$ cat src/rtl/usb_tx_pkg.sv
// Shared types and line symbols for the USB transmit path.
package usb_tx_pkg;

  typedef enum logic [1:0] {
    IDLE    = 2'd0,
    DATA    = 2'd1,
    EOP_SE0 = 2'd2,
    EOP_J   = 2'd3
  } tx_state_t;

  // Line symbols as {dplus, dminus}
  localparam logic [1:0] J_FS = 2'b10;
  localparam logic [1:0] K_FS = 2'b01;
  localparam logic [1:0] J_LS = 2'b01;
  localparam logic [1:0] K_LS = 2'b10;
  localparam logic [1:0] SE0  = 2'b00;

  localparam int unsigned DEFAULT_STUFF_LIMIT = 6;

  // NRZI transition between the two idle-polarity symbols
  function automatic logic [1:0] nrzi_toggle(input logic [1:0] line,
                                             input logic [1:0] j_sym,
                                             input logic [1:0] k_sym);
    return (line == j_sym) ? k_sym : j_sym;
  endfunction

endpackage

$ cat src/rtl/usb_bit_timer.sv
// Bit-period timer: tick is high on the last system clock of each bit period.
module usb_bit_timer #(
  parameter int unsigned CLKS_PER_BIT = 8
) (
  input  logic clk,
  input  logic n_rst,
  input  logic restart,
  output logic tick
);

  localparam int unsigned CW = (CLKS_PER_BIT > 1) ? $clog2(CLKS_PER_BIT) : 1;
  localparam logic [CW-1:0] RELOAD = CW'(CLKS_PER_BIT - 1);

  logic [CW-1:0] remain_q;

  // Down-count of clocks remaining in the period; a full reload is the
  // equivalent of an up-counter sitting at zero, and wraps at each tick.
  always_ff @(posedge clk or negedge n_rst) begin
    if (!n_rst) begin
      remain_q <= RELOAD;
    end else if (restart || (remain_q == '0)) begin
      remain_q <= RELOAD;
    end else begin
      remain_q <= remain_q - CW'(1);
    end
  end

  assign tick = (remain_q == '0);

endmodule

$ cat src/rtl/usb_nrzi_tx.sv
// USB transmit line encoder: paced NRZI encoding, bit stuffing and EOP generation.
module usb_nrzi_tx
  import usb_tx_pkg::*;
#(
  parameter int unsigned CLKS_PER_BIT = 8,
  parameter int unsigned STUFF_LIMIT  = DEFAULT_STUFF_LIMIT,
  parameter int unsigned EOP_SE0_BITS = 2,
  parameter bit          LOW_SPEED    = 1'b0
) (
  input  logic clk,
  input  logic n_rst,
  input  logic bit_valid,
  input  logic bit_data,
  input  logic bit_last,
  output logic bit_ready,
  output logic dplus_out,
  output logic dminus_out,
  output logic busy,
  output logic eop_done,
  output logic underrun
);

  localparam int unsigned OW = $clog2(STUFF_LIMIT + 1);
  localparam int unsigned SW = $clog2(EOP_SE0_BITS + 1);
  localparam logic [1:0]    J_SYM    = LOW_SPEED ? J_LS : J_FS;
  localparam logic [1:0]    K_SYM    = LOW_SPEED ? K_LS : K_FS;
  localparam logic [OW-1:0] STUFF_AT = OW'(STUFF_LIMIT);
  localparam logic [SW-1:0] SE0_LAST = SW'(EOP_SE0_BITS - 1);

  tx_state_t     state_q, state_d;
  logic [1:0]    line_q, line_d;
  logic [OW-1:0] ones_q, ones_d;
  logic [SW-1:0] se0_q, se0_d;
  logic          last_q, last_d;
  logic          underrun_q, underrun_d;
  logic          eop_q, eop_d;
  logic          tick;
  logic          restart;
  logic          stuff_pending;

  usb_bit_timer #(
    .CLKS_PER_BIT(CLKS_PER_BIT)
  ) u_bit_timer (
    .clk    (clk),
    .n_rst  (n_rst),
    .restart(restart),
    .tick   (tick)
  );

  assign stuff_pending = (ones_q == STUFF_AT);

  // State register
  always_ff @(posedge clk or negedge n_rst) begin
    if (!n_rst) begin
      state_q <= IDLE;
    end else begin
      state_q <= state_d;
    end
  end

  // Next-state logic: transitions happen only at bit-period boundaries
  always_comb begin
    state_d = state_q;
    case (state_q)
      IDLE:    if (bit_valid) state_d = DATA;
      DATA:    if (tick && !stuff_pending && (last_q || !bit_valid)) state_d = EOP_SE0;
      EOP_SE0: if (tick && (se0_q == SE0_LAST)) state_d = EOP_J;
      EOP_J:   if (tick) state_d = IDLE;
      default: state_d = IDLE;
    endcase
  end

  // FSM outputs: consume in IDLE, or at a data tick with no stuff or EOP pending
  always_comb begin
    bit_ready = (state_q == IDLE) ||
                ((state_q == DATA) && tick && !stuff_pending && !last_q);
    busy      = (state_q != IDLE);
  end

  // Datapath next values: line symbol, stuffing count, last flag, SE0 periods, pulses
  always_comb begin
    line_d     = line_q;
    ones_d     = ones_q;
    last_d     = last_q;
    se0_d      = se0_q;
    underrun_d = 1'b0;
    eop_d      = 1'b0;
    restart    = 1'b0;
    case (state_q)
      IDLE: begin
        line_d = J_SYM;
        ones_d = '0;
        last_d = 1'b0;
        se0_d  = '0;
        if (bit_valid) begin
          // Zero-latency first bit: the line before it is always J
          line_d  = bit_data ? J_SYM : K_SYM;
          ones_d  = bit_data ? OW'(1) : '0;
          last_d  = bit_last;
          restart = 1'b1;
        end
      end
      DATA: begin
        if (tick) begin
          if (stuff_pending) begin
            line_d = nrzi_toggle(line_q, J_SYM, K_SYM);
            ones_d = '0;
          end else if (last_q) begin
            line_d = SE0;
            last_d = 1'b0;
            se0_d  = '0;
          end else if (bit_valid) begin
            line_d = bit_data ? line_q : nrzi_toggle(line_q, J_SYM, K_SYM);
            ones_d = bit_data ? (ones_q + OW'(1)) : '0;
            last_d = bit_last;
          end else begin
            underrun_d = 1'b1;
            line_d     = SE0;
            se0_d      = '0;
          end
        end
      end
      EOP_SE0: begin
        if (tick) begin
          if (se0_q == SE0_LAST) begin
            line_d = J_SYM;
            se0_d  = '0;
          end else begin
            se0_d = se0_q + SW'(1);
          end
        end
      end
      EOP_J: begin
        if (tick) begin
          eop_d  = 1'b1;
          ones_d = '0;
        end
      end
      default: begin
        line_d = J_SYM;
      end
    endcase
  end

  // Datapath registers; reset forces the line back to J immediately
  always_ff @(posedge clk or negedge n_rst) begin
    if (!n_rst) begin
      line_q     <= J_SYM;
      ones_q     <= '0;
      last_q     <= 1'b0;
      se0_q      <= '0;
      underrun_q <= 1'b0;
      eop_q      <= 1'b0;
    end else begin
      line_q     <= line_d;
      ones_q     <= ones_d;
      last_q     <= last_d;
      se0_q      <= se0_d;
      underrun_q <= underrun_d;
      eop_q      <= eop_d;
    end
  end

  assign dplus_out  = line_q[1];
  assign dminus_out = line_q[0];
  assign eop_done   = eop_q;
  assign underrun   = underrun_q;

endmodule

$ cat config.mk
export PLATFORM = sky130hd
export DESIGN_NAME = usb_nrzi_tx
export DESIGN_NICKNAME = d
export VERILOG_FILES = /design/src/rtl/usb_tx_pkg.sv /design/src/rtl/usb_bit_timer.sv /design/src/rtl/usb_nrzi_tx.sv
export SDC_FILE = /design/constraint.sdc
export NUM_CORES = 1
export LEC_CHECK = 0
export ABC_AREA = 1
export ABC_CLOCK_PERIOD_IN_PS = 2350
export CAP_MARGIN = 30
export CELL_PAD_IN_SITES_DETAIL_PLACEMENT = 1
export CELL_PAD_IN_SITES_GLOBAL_PLACEMENT = 1
export CORE_MARGIN = 10
export CORE_UTILIZATION = 40
export DETAILED_ROUTE_END_ITERATION = 7
export GPL_TIMING_DRIVEN = 0
export HOLD_SLACK_MARGIN = 0.1
export PLACE_DENSITY_LB_ADDON = 0.1
export SYNTH_ARGS = -nofsm -noshare
export SYNTH_HDL_FRONTEND = slang
export SYNTH_HIERARCHICAL = 1
export SYNTH_SLANG_ARGS = --single-unit
$ cat constraint.sdc
create_clock -name clk -period 2.35 [get_ports clk]
set_clock_uncertainty 0.2 [all_clocks]
set_input_delay 0.5875 -clock clk [delete_from_list [all_inputs] [get_ports clk]]
set_output_delay 0.5875 -clock clk [all_outputs]
set_load 0.01 [all_outputs]
==> results list, run 1 <==
- The largest single stage delay on the critical path is approximately 0.54 ns.
- The number of nets handed over by synthesis was 135.
- Status: complete, no violations
- The worst register-to-register path begins at u_bit_timer/remain_q[0]$_DFF_PN1_.
- Drt first-iter violations: 9
- Endpoint arrival time on the critical path: 1.47 ns
- Maximum frequency from static timing analysis: 442 MHz
- After synthesis, flip-flops and latches occupy approximately two fifths of the total area.
* Remaining number of nets flagged by the antenna check after routing: 0
* Total number of placement rows: 17
- Share of the core filled with cells in the final layout: roughly 53%
- Synth Register Bits: 15
- Clock tree from TritonCTS: built
* Most used cells in the layout excluding fill and tap cells: 33 x sky130_fd_sc_hd__nand2_1, 19 x sky130_fd_sc_hd__inv_1, 11 x sky130_fd_sc_hd__dfrtp_1
- First-pass detailed-route iteration total: 4
* Clock network latency to the later pin of the worst-skew pair: 0.29 ns
- In the routed layout, each cell is associated on average with a via count of a little under 5.
- In this run the critical register-to-register path is captured at line_q[1]$_DFFE_PN1P_.
- Leaving out fill and tap cells, the most frequent cell in the layout is sky130_fd_sc_hd__nand2_1.
- For this configuration, the core starts out at a cell density of 42.5%.
- Class of the tightest hold or removal check: reg -> reg
- Layout cells sized above 1: ~27%
- Routability-driven placement finished with a final weighted congestion of approximately 0.74.
* Initial antenna violation count: 0
- Clock period minus worst slack: between 2 and 2.5 ns
* Final number of setup-violating endpoints: 0
- Entering global routing, the biggest net connects 16 pins.
- Detailed placement finished with a half-perimeter wire length of ~1700 um.
- Logic depth of the worst register-to-register path: 10
- For this design, the CTS-stage hold fixing added 0 buffers.
- Fillcell total: 300
* Number of inserted diodes: 0
- CP max-delay cell: sky130_fd_sc_hd__dfstp_2
* Clock buffers created by TritonCTS: 3
* Overflow left after global routing: 0
* Power density cells: between 1000 and 1500 nW/um^2
- Number of placed I/O pins: 11
- Placed Cells: 160
* Number of standard cells in the final layout excluding fillers: between 150 and 200
* Master cell of the clock root buffer: sky130_fd_sc_hd__clkbuf_4
- The count of final hold-check violations is 0.
* Count of unique library cells instantiated by Yosys: 23
- Clock-pin slew was measured on the worst setup and hold paths at roughly 0.10 ns.
- The clock drives 15 sinks.
- Measured along the x axis, the die boundary spans 69.0 um.
* Max-slew violation count: 0
* Synth Cell Area: between 900 and 1000 um^2
* Synth-to-Final Area Change: 24.0%
- Detailed-route DRC error count: 0
* Area of the core: between 2000 and 2500 um^2
- R2r setup slk: 0.53 ns
* Post-synthesis average cell area: 7.86 um^2
- Routed Wire Length: about 2200 um
* First-pass GRT wire length: 3950 um
- Counting every instance in the synthesized netlist gives approximately 120.
* Bufs on Longest Clock Path: 2
- Following the worst setup path forward leads to its endpoint at bit_ready.
- Die Y: ~70 um
* Clock H-tree levels: 1
- The worst path uses a little over nine tenths of the clock period.
* Worst-path maximum fanout: 2
- Max-cap violations in this run came to 0.
- Startpoint type of the worst setup path: flop
- Worst setup path startpoint: u_bit_timer/remain_q[0]$_DFF_PN1_
- Kind of end point of the critical path: primary output
- Die Footprint: 4750 um^2
- Wirelength per Cell: approximately 13 um
- The worst-case IR drop observed on VDD is between 500 and 600 uV.
- The via count of the first global-routing pass came to around 930.
- The critical path goes through inv_1 > ha_2 > ha_4 > nand3_2 > nand2_1 > buf_2.
* Setup Crit Path Kind: reg -> out
* Count of buffers inserted at the top-level ports: 10
- Leakage power total: between 0.6 and 0.7 nW
* Total Nets Final: 156
- Tightest Pin Transition: 0.709 ns
- Measured against its own limit, the worst slew margin works out to 52.6%.
- At the worst endpoint, the required time is approximately 1.6 ns.
- Summing over every cut layer, the via total after detailed routing is around 840.
- The Yosys step of the flow raised 6 warnings.
* Overall fraction of global-route tracks in use: a little over a tenth
-- layout make-up --
cell class / count / area [um^2] / area share, %
Inverter: 22 / 82.6 / 6.95
Sequential cell: 15 / 380 / 32.0
Timing Repair Buffer: 16 / 139 / 11.7
Buffer: 1 / 11.3 / 0.947
Tap cell: 28 / 35.0 / 2.95
Clock buffer: 4 / 26.3 / 2.21
Multi-Input combinational cell: 84 / 514 / 43.3
-- power by group --
part	internal (mW)	leakage (nW)	total (mW)	switching [mW]
sequential	0.373	0.187	0.432	0.0594
combinational	0.394	0.415	0.940	0.546
clock	0.0660	0.0150	0.155	0.0890
-- sequential cells by signal (all words and copies together), names as in the netlist --
signal,count
se0_q,2
state_q,2
line_q,2
eop_done,1
underrun,1
ones_q,3
last_q,1
u_bit_timer/remain_q,3
-- repair_timing --
item,in CTS,in global routing
endpoints found under the setup margin,2,2
setup buffers,2,4
resized for setup,10,2
pin swaps,1,0
-- per-stage QoR --
| step | hold slack, ns | area [um^2] | total power [mW] | worst slack, ns | setup TNS [ns] |
|---|---|---|---|---|---|
| after floorplan | 0.0919 | 958 | 1.06 | 0.398 | 0 |
| after global placement | 0.236 | 1090 | 1.27 | -0.107 | -0.107 |
| after detailed placement | 0.239 | 1090 | 1.30 | -0.130 | -0.130 |
| after CTS | 0.264 | 1150 | 1.49 | 0.0519 | 0 |
| after global routing | 0.294 | 1190 | 1.71 | -0.0103 | -0.0103 |
| final | 0.262 | 1190 | 1.53 | 0.0886 | 0 |
-- cells by family (layout without fill, tap and decap cells) --
| group | count (synthesis) | in the layout | synth area share [%] |
|---|---|---|---|
| fa+ha+maj | 8 | 8 | 10.4 |
| buf+inv | 23 | 43 | 9.79 |
| flops | 15 | 15 | 39.7 |
| simple gates | 62 | 62 | 31.1 |
| compound gates | 14 | 14 | 9.01 |
-- synthesized netlist by cell type --
cell / number / share of area, %
sky130_fd_sc_hd__clkinv_1: 1 / 0.39
sky130_fd_sc_hd__dfstp_2: 4 / 11
sky130_fd_sc_hd__nand2_1: 34 / 13
sky130_fd_sc_hd__o21ai_1: 4 / 2.1
sky130_fd_sc_hd__o21ai_2: 2 / 1.8
sky130_fd_sc_hd__ha_1: 8 / 10
sky130_fd_sc_hd__a31oi_1: 1 / 0.65
sky130_fd_sc_hd__buf_6: 1 / 1.2
sky130_fd_sc_hd__nor2_2: 4 / 2.6
sky130_fd_sc_hd__o21ai_0: 4 / 2.1
sky130_fd_sc_hd__nor2_4: 2 / 2.3
sky130_fd_sc_hd__or2_2: 1 / 0.65
sky130_fd_sc_hd__nand2_2: 3 / 2.0
sky130_fd_sc_hd__nand3_1: 5 / 2.6
sky130_fd_sc_hd__dfrtp_1: 11 / 29
sky130_fd_sc_hd__nand3_2: 3 / 3.1
sky130_fd_sc_hd__nand4_1: 2 / 1.3
sky130_fd_sc_hd__inv_2: 2 / 0.78
sky130_fd_sc_hd__a21oi_2: 1 / 0.91
sky130_fd_sc_hd__o21bai_1: 1 / 0.78
sky130_fd_sc_hd__inv_1: 19 / 7.4
sky130_fd_sc_hd__nor2_1: 8 / 3.1
sky130_fd_sc_hd__o22ai_1: 1 / 0.65
-- worst min-delay path by stage --
| stage | cells past startpoint | endpoint | slack, ns | from |
|---|---|---|---|---|
| 2_1_floorplan | 0 | eop_done$_DFF_PN0_ | 0.09 | n_rst |
| 3_3_place_gp | 1 | u_bit_timer/remain_q[0]$_DFF_PN1_ | 0.24 | u_bit_timer/remain_q[0]$_DFF_PN1_ |
| 3_5_place_dp | 1 | u_bit_timer/remain_q[0]$_DFF_PN1_ | 0.24 | u_bit_timer/remain_q[0]$_DFF_PN1_ |
| 4_1_cts | 1 | u_bit_timer/remain_q[0]$_DFF_PN1_ | 0.26 | u_bit_timer/remain_q[0]$_DFF_PN1_ |
| 5_1_grt | 1 | u_bit_timer/remain_q[0]$_DFF_PN1_ | 0.29 | u_bit_timer/remain_q[0]$_DFF_PN1_ |
| 6_report | 1 | u_bit_timer/remain_q[0]$_DFF_PN1_ | 0.26 | u_bit_timer/remain_q[0]$_DFF_PN1_ |
-- worst max-delay path, delay by kind of cell, from the launching register on --
kind	cells	cell delay, ns
flip-flops	1	0.54
AND/OR/NAND/NOR	2	0.12
buffers and inverters	2	0.17
adder cells (fa/ha/maj)	2	0.35
-- layer usage --
| layer | GRT usage (%) | wire length, um |
|---|---|---|
| met1 | 12.4 | 1040 |
| met5 | 0 | 0 |
| met2 | 18.3 | 1040 |
| met3 | 3.38 | 119 |
| met4 | 2.22 | 39 |
Note: power is estimated with default switching activity, not from simulation.
==> run 2: changes to the inputs <==
--- a/config.mk
+++ b/config.mk
@@ -11,7 +11,8 @@
 export CELL_PAD_IN_SITES_DETAIL_PLACEMENT = 1
 export CELL_PAD_IN_SITES_GLOBAL_PLACEMENT = 1
 export CORE_MARGIN = 10
-export CORE_UTILIZATION = 40
+export CORE_UTILIZATION = 42
+export CTS_BUF_LIST = sky130_fd_sc_hd__clkbuf_4 sky130_fd_sc_hd__clkbuf_8
 export DETAILED_ROUTE_END_ITERATION = 7
 export GPL_TIMING_DRIVEN = 0
 export HOLD_SLACK_MARGIN = 0.1
==> run 2 against run 1 <==
  * Clock power is 6% higher
  * Critical path depth is 2 higher
  * Global-route usage is 0.62 points higher
  * Sequential share of layout area is 0.63 points lower
  * Final area is 2.0% higher
  * Non-clock buffer count is 4 higher
  * Worst hold slack better by 0.0092 ns
  * Critical path type unchanged
  * Largest power group unchanged
==> results list, run 2 (synthesis results as in run 1) <==
- The later-pin clock latency in the skew report came to 0.28 ns (was 0.29 ns).
* Crit-path leading delay family: flip-flops (unchanged)
- Detailed-route DRC error count: 0 (unchanged)
- The delay contributed by the slowest stage of the critical path came to 0.42 ns (was 0.54 ns).
- The initial antenna violation count is 0 (unchanged).
* Placed Area: 1090 um^2 (unchanged)
* Drt first-iter violations: 24 (was 9)
- Slew margin rel.: 53.1% (was 52.6%)
- Design Power: 1.58 mW (was 1.53 mW)
- Endpoint arrival time on the critical path: 1.48 ns (was 1.47 ns)
- The fraction of final layout cells sized beyond drive strength 1 came to 30.1% (was 26.8%).
* Status: complete, no violations (unchanged)
- Via/cell ratio: 5.02 (was 4.94)
- The number of H-tree branching levels came to 1 (unchanged).
* Vias in the first global route: 929 (was 933)
- Final non-filler cell area: 1210 um^2 (was 1190 um^2)
* Crit share post-route: 96.4% (was 96.2%)
* Setup Crit Path Kind: reg -> out (unchanged)
* Max IR drop VDD: 712 uV (was 554 uV)
- The number of filler instances in the final layout came to 282 (was 300).
* Switching power of the nets: 0.708 mW (was 0.694 mW)
- Pin count of the biggest net entering global routing: 16 (unchanged)
- The nature of the critical path startpoint is a flop (unchanged).
- The total detailed-routing wirelength was 2440 um (was 2240 um).
* Area of the core: 2190 um^2 (was 2250 um^2)
* Overall fraction of global-route tracks in use: 11.2% (was 10.5%)
- The worst path required time is 1.56 ns (about the same).
- The max-cap check violation count came to 0 (unchanged).
- The type of element capturing the critical path is a primary output (unchanged).
* Gp weighted congestion: 0.778 (was 0.742)
- The clock input transition at the sequential cells of the worst setup and hold paths came to 0.10 ns (about the same).
* Overflow left after global routing: 0 (unchanged)
* Clock buffers created by TritonCTS: 3 (unchanged)
* Number of placed I/O pins: 11 (unchanged)
- Die Footprint: 4590 um^2 (was 4750 um^2)
- The starting density of the core came to 43.7% (was 42.5%).
- The y dimension of the die is 67.8 um (was 69.0 um).
* Tightest Pin Transition: 0.702 ns (was 0.709 ns)
* Share of total power in the clock network: 10.4% (was 10.2%)
- Most frequent standard cell in the layout excluding fill and tap cells: sky130_fd_sc_hd__nand2_1 (unchanged)
- Vias after detailed routing: 873 (was 839)
- Top Registers: ones_q (3), u_bit_timer/remain_q (3) (unchanged).
- Master cell of the clock root buffer: sky130_fd_sc_hd__clkbuf_4 (unchanged)
* Total Nets Final: 160 (was 156)
- The switching part of the total is 44.8% (was 45.4%).
- Power density cells: 1300 nW/um^2 (was 1280 nW/um^2)
* First-pass GRT wire length: 4040 um (was 3950 um)
* Clock tree from TritonCTS: built (unchanged)
- Logic pwr share: 61.9% (was 61.5%)
- The number of clock sinks is 15 (unchanged).
* Count of buffers inserted at the top-level ports: 10 (unchanged)
- Cell-by-cell trace of the critical path: inv_2 > ha_1 > buf_6 > nand2_2 > inv_1 > nand3_1 > nand2_1 > clkbuf_2 (was inv_1 > ha_2 > ha_4 > nand3_2 > nand2_1 > buf_2).
* Hpwl dp: 1780 um (was 1680 um)
- Max-slew violation count: 0 (unchanged)
* Internal cell power: 0.871 mW (was 0.833 mW)
* Bufs on Longest Clock Path: 2 (unchanged)
* CP max-delay cell: sky130_fd_sc_hd__dfrtp_1 (was sky130_fd_sc_hd__dfstp_2)
- Final number of setup-violating endpoints: 0 (unchanged)
- The highest attainable clock frequency came to 442 MHz (about the same).
- First-pass detailed-route iteration total: 3 (was 4)
- The final critical-path required period is 2.26 ns (about the same).
- # hold bufs at CTS: 0 (unchanged)
- Remaining number of nets flagged by the antenna check after routing: 0 (unchanged)
- The routed wirelength normalized by instance count came to 14.0 um (was 13.2 um).
* Die width: 67.8 um (was 69.0 um)
* Multi-input gate area: 504 um^2 (was 514 um^2)
* Most used cells in the layout excluding fill and tap cells: 34 x sky130_fd_sc_hd__nand2_1, 17 x sky130_fd_sc_hd__inv_1, 11 x sky130_fd_sc_hd__dfrtp_1 (was 33 x sky130_fd_sc_hd__nand2_1, 19 x sky130_fd_sc_hd__inv_1, 11 x sky130_fd_sc_hd__dfrtp_1)
- The top fanout value on the critical path is 7 (was 2).
* Fraction of power consumed by sequential logic: 27.6% (was 28.3%)
- The antenna diode instance count came to 0 (unchanged).
* Leakage power total: 0.635 nW (was 0.618 nW)
* Sequential cell area: 380 um^2 (unchanged)
* Final Hold Violating Endpoints: 0 (unchanged)
- Synth-to-Final Area Change: 26.5% (was 24.0%)
* Crit path buf inv count: 4 (was 2)
- Class of the tightest hold or removal check: reg -> reg (unchanged)
- The row count was 17 (unchanged).
## run 2: metrics by stage
stage | setup slack (ns) | TNS [ns] | utilization [%] | hold WS, ns | std cells
2_1_floorplan | 0.398 | 0 | - | 0.0919 | 122
3_3_place_gp | -0.116 | -0.116 | 49.9 | 0.234 | 160
3_5_place_dp | -0.138 | -0.138 | 49.9 | 0.254 | 160
4_1_cts | -0.168 | -0.168 | 52.4 | 0.279 | 166
5_1_grt | -0.0345 | -0.0345 | 55.3 | 0.301 | 174
6_report | 0.0856 | 0 | 55.3 | 0.271 | 174
## run 2: cell type report
cell class                 count  area share, %
tap                           28           2.89
inverter                      22           6.81
buffer                         1          0.929
sequential                    15           31.4
multi-input combinational     84           41.6
timing repair buffer          20           13.9
clock buffer                   4           2.48
## run 2: metal layers
layer | global-route usage (%) | vias to the layer above | part of all wire (%)
li1 | - | 424 | -
met1 | 12.5 | 434 | 41
met4 | 2.26 | 0 | 1.8
met2 | 20.5 | 10 | 53
met5 | 0 | - | 0
met3 | 3.14 | 5 | 4.3
## run 2: worst reg2reg max path, stage by stage (launching register included)
cell and delay [ns]:
sky130_fd_sc_hd__dfstp_2 0.54, sky130_fd_sc_hd__inv_1 0.04, sky130_fd_sc_hd__ha_2 0.19, sky130_fd_sc_hd__ha_4 0.15
sky130_fd_sc_hd__buf_4 0.15, sky130_fd_sc_hd__o21ai_0 0.08, sky130_fd_sc_hd__nand2_1 0.12, sky130_fd_sc_hd__nand3_2 0.13
sky130_fd_sc_hd__inv_1 0.05, sky130_fd_sc_hd__nand2_1 0.06, sky130_fd_sc_hd__nand2_1 0.04
## run 2: timing repair
item,4_1_cts,5_1_grt
buffers inserted,2,8
gates resized for setup,4,7
pin swaps,0,2
endpoints found under the setup margin,2,2
## run 2: path summary, 6_finish.rpt
check,slack (ns),start,end,cells after the start
worst max-delay path,0.09,state_q[1]$_DFFE_PN0P_,bit_ready,8
worst min-delay path,0.27,u_bit_timer/remain_q[0]$_DFF_PN1_,u_bit_timer/remain_q[0]$_DFF_PN1_,1
worst max register to register,0.55,u_bit_timer/remain_q[0]$_DFF_PN1_,line_q[1]$_DFFE_PN1P_,10
worst min register to register,0.27,u_bit_timer/remain_q[0]$_DFF_PN1_,u_bit_timer/remain_q[0]$_DFF_PN1_,1
max in group asynchronous,0.99,n_rst,underrun$_DFF_PN0_,1
min in group asynchronous,0.52,n_rst,ones_q[2]$_DFFE_PN0P_,1
## run 2: power by group through the flow
stage | Sequential, mW | Combinational, mW | Clock (mW)
2_1_floorplan | 0.438 | 0.623 | 0
4_1_cts | 0.438 | 0.892 | 0.168
3_5_place_dp | 0.445 | 0.863 | 0
3_3_place_gp | 0.439 | 0.830 | 0
5_1_grt | 0.449 | 1.13 | 0.178
6_report | 0.436 | 0.978 | 0.165
==> run 3: changes to the inputs <==
--- a/config.mk
+++ b/config.mk
@@ -7,7 +7,6 @@
 export LEC_CHECK = 0
 export ABC_AREA = 1
 export ABC_CLOCK_PERIOD_IN_PS = 2350
-export CAP_MARGIN = 30
 export CELL_PAD_IN_SITES_DETAIL_PLACEMENT = 1
 export CELL_PAD_IN_SITES_GLOBAL_PLACEMENT = 1
 export CORE_MARGIN = 10
==> results of run 3 <==
Final layout, timing and power as in run 2 (identical DEF).
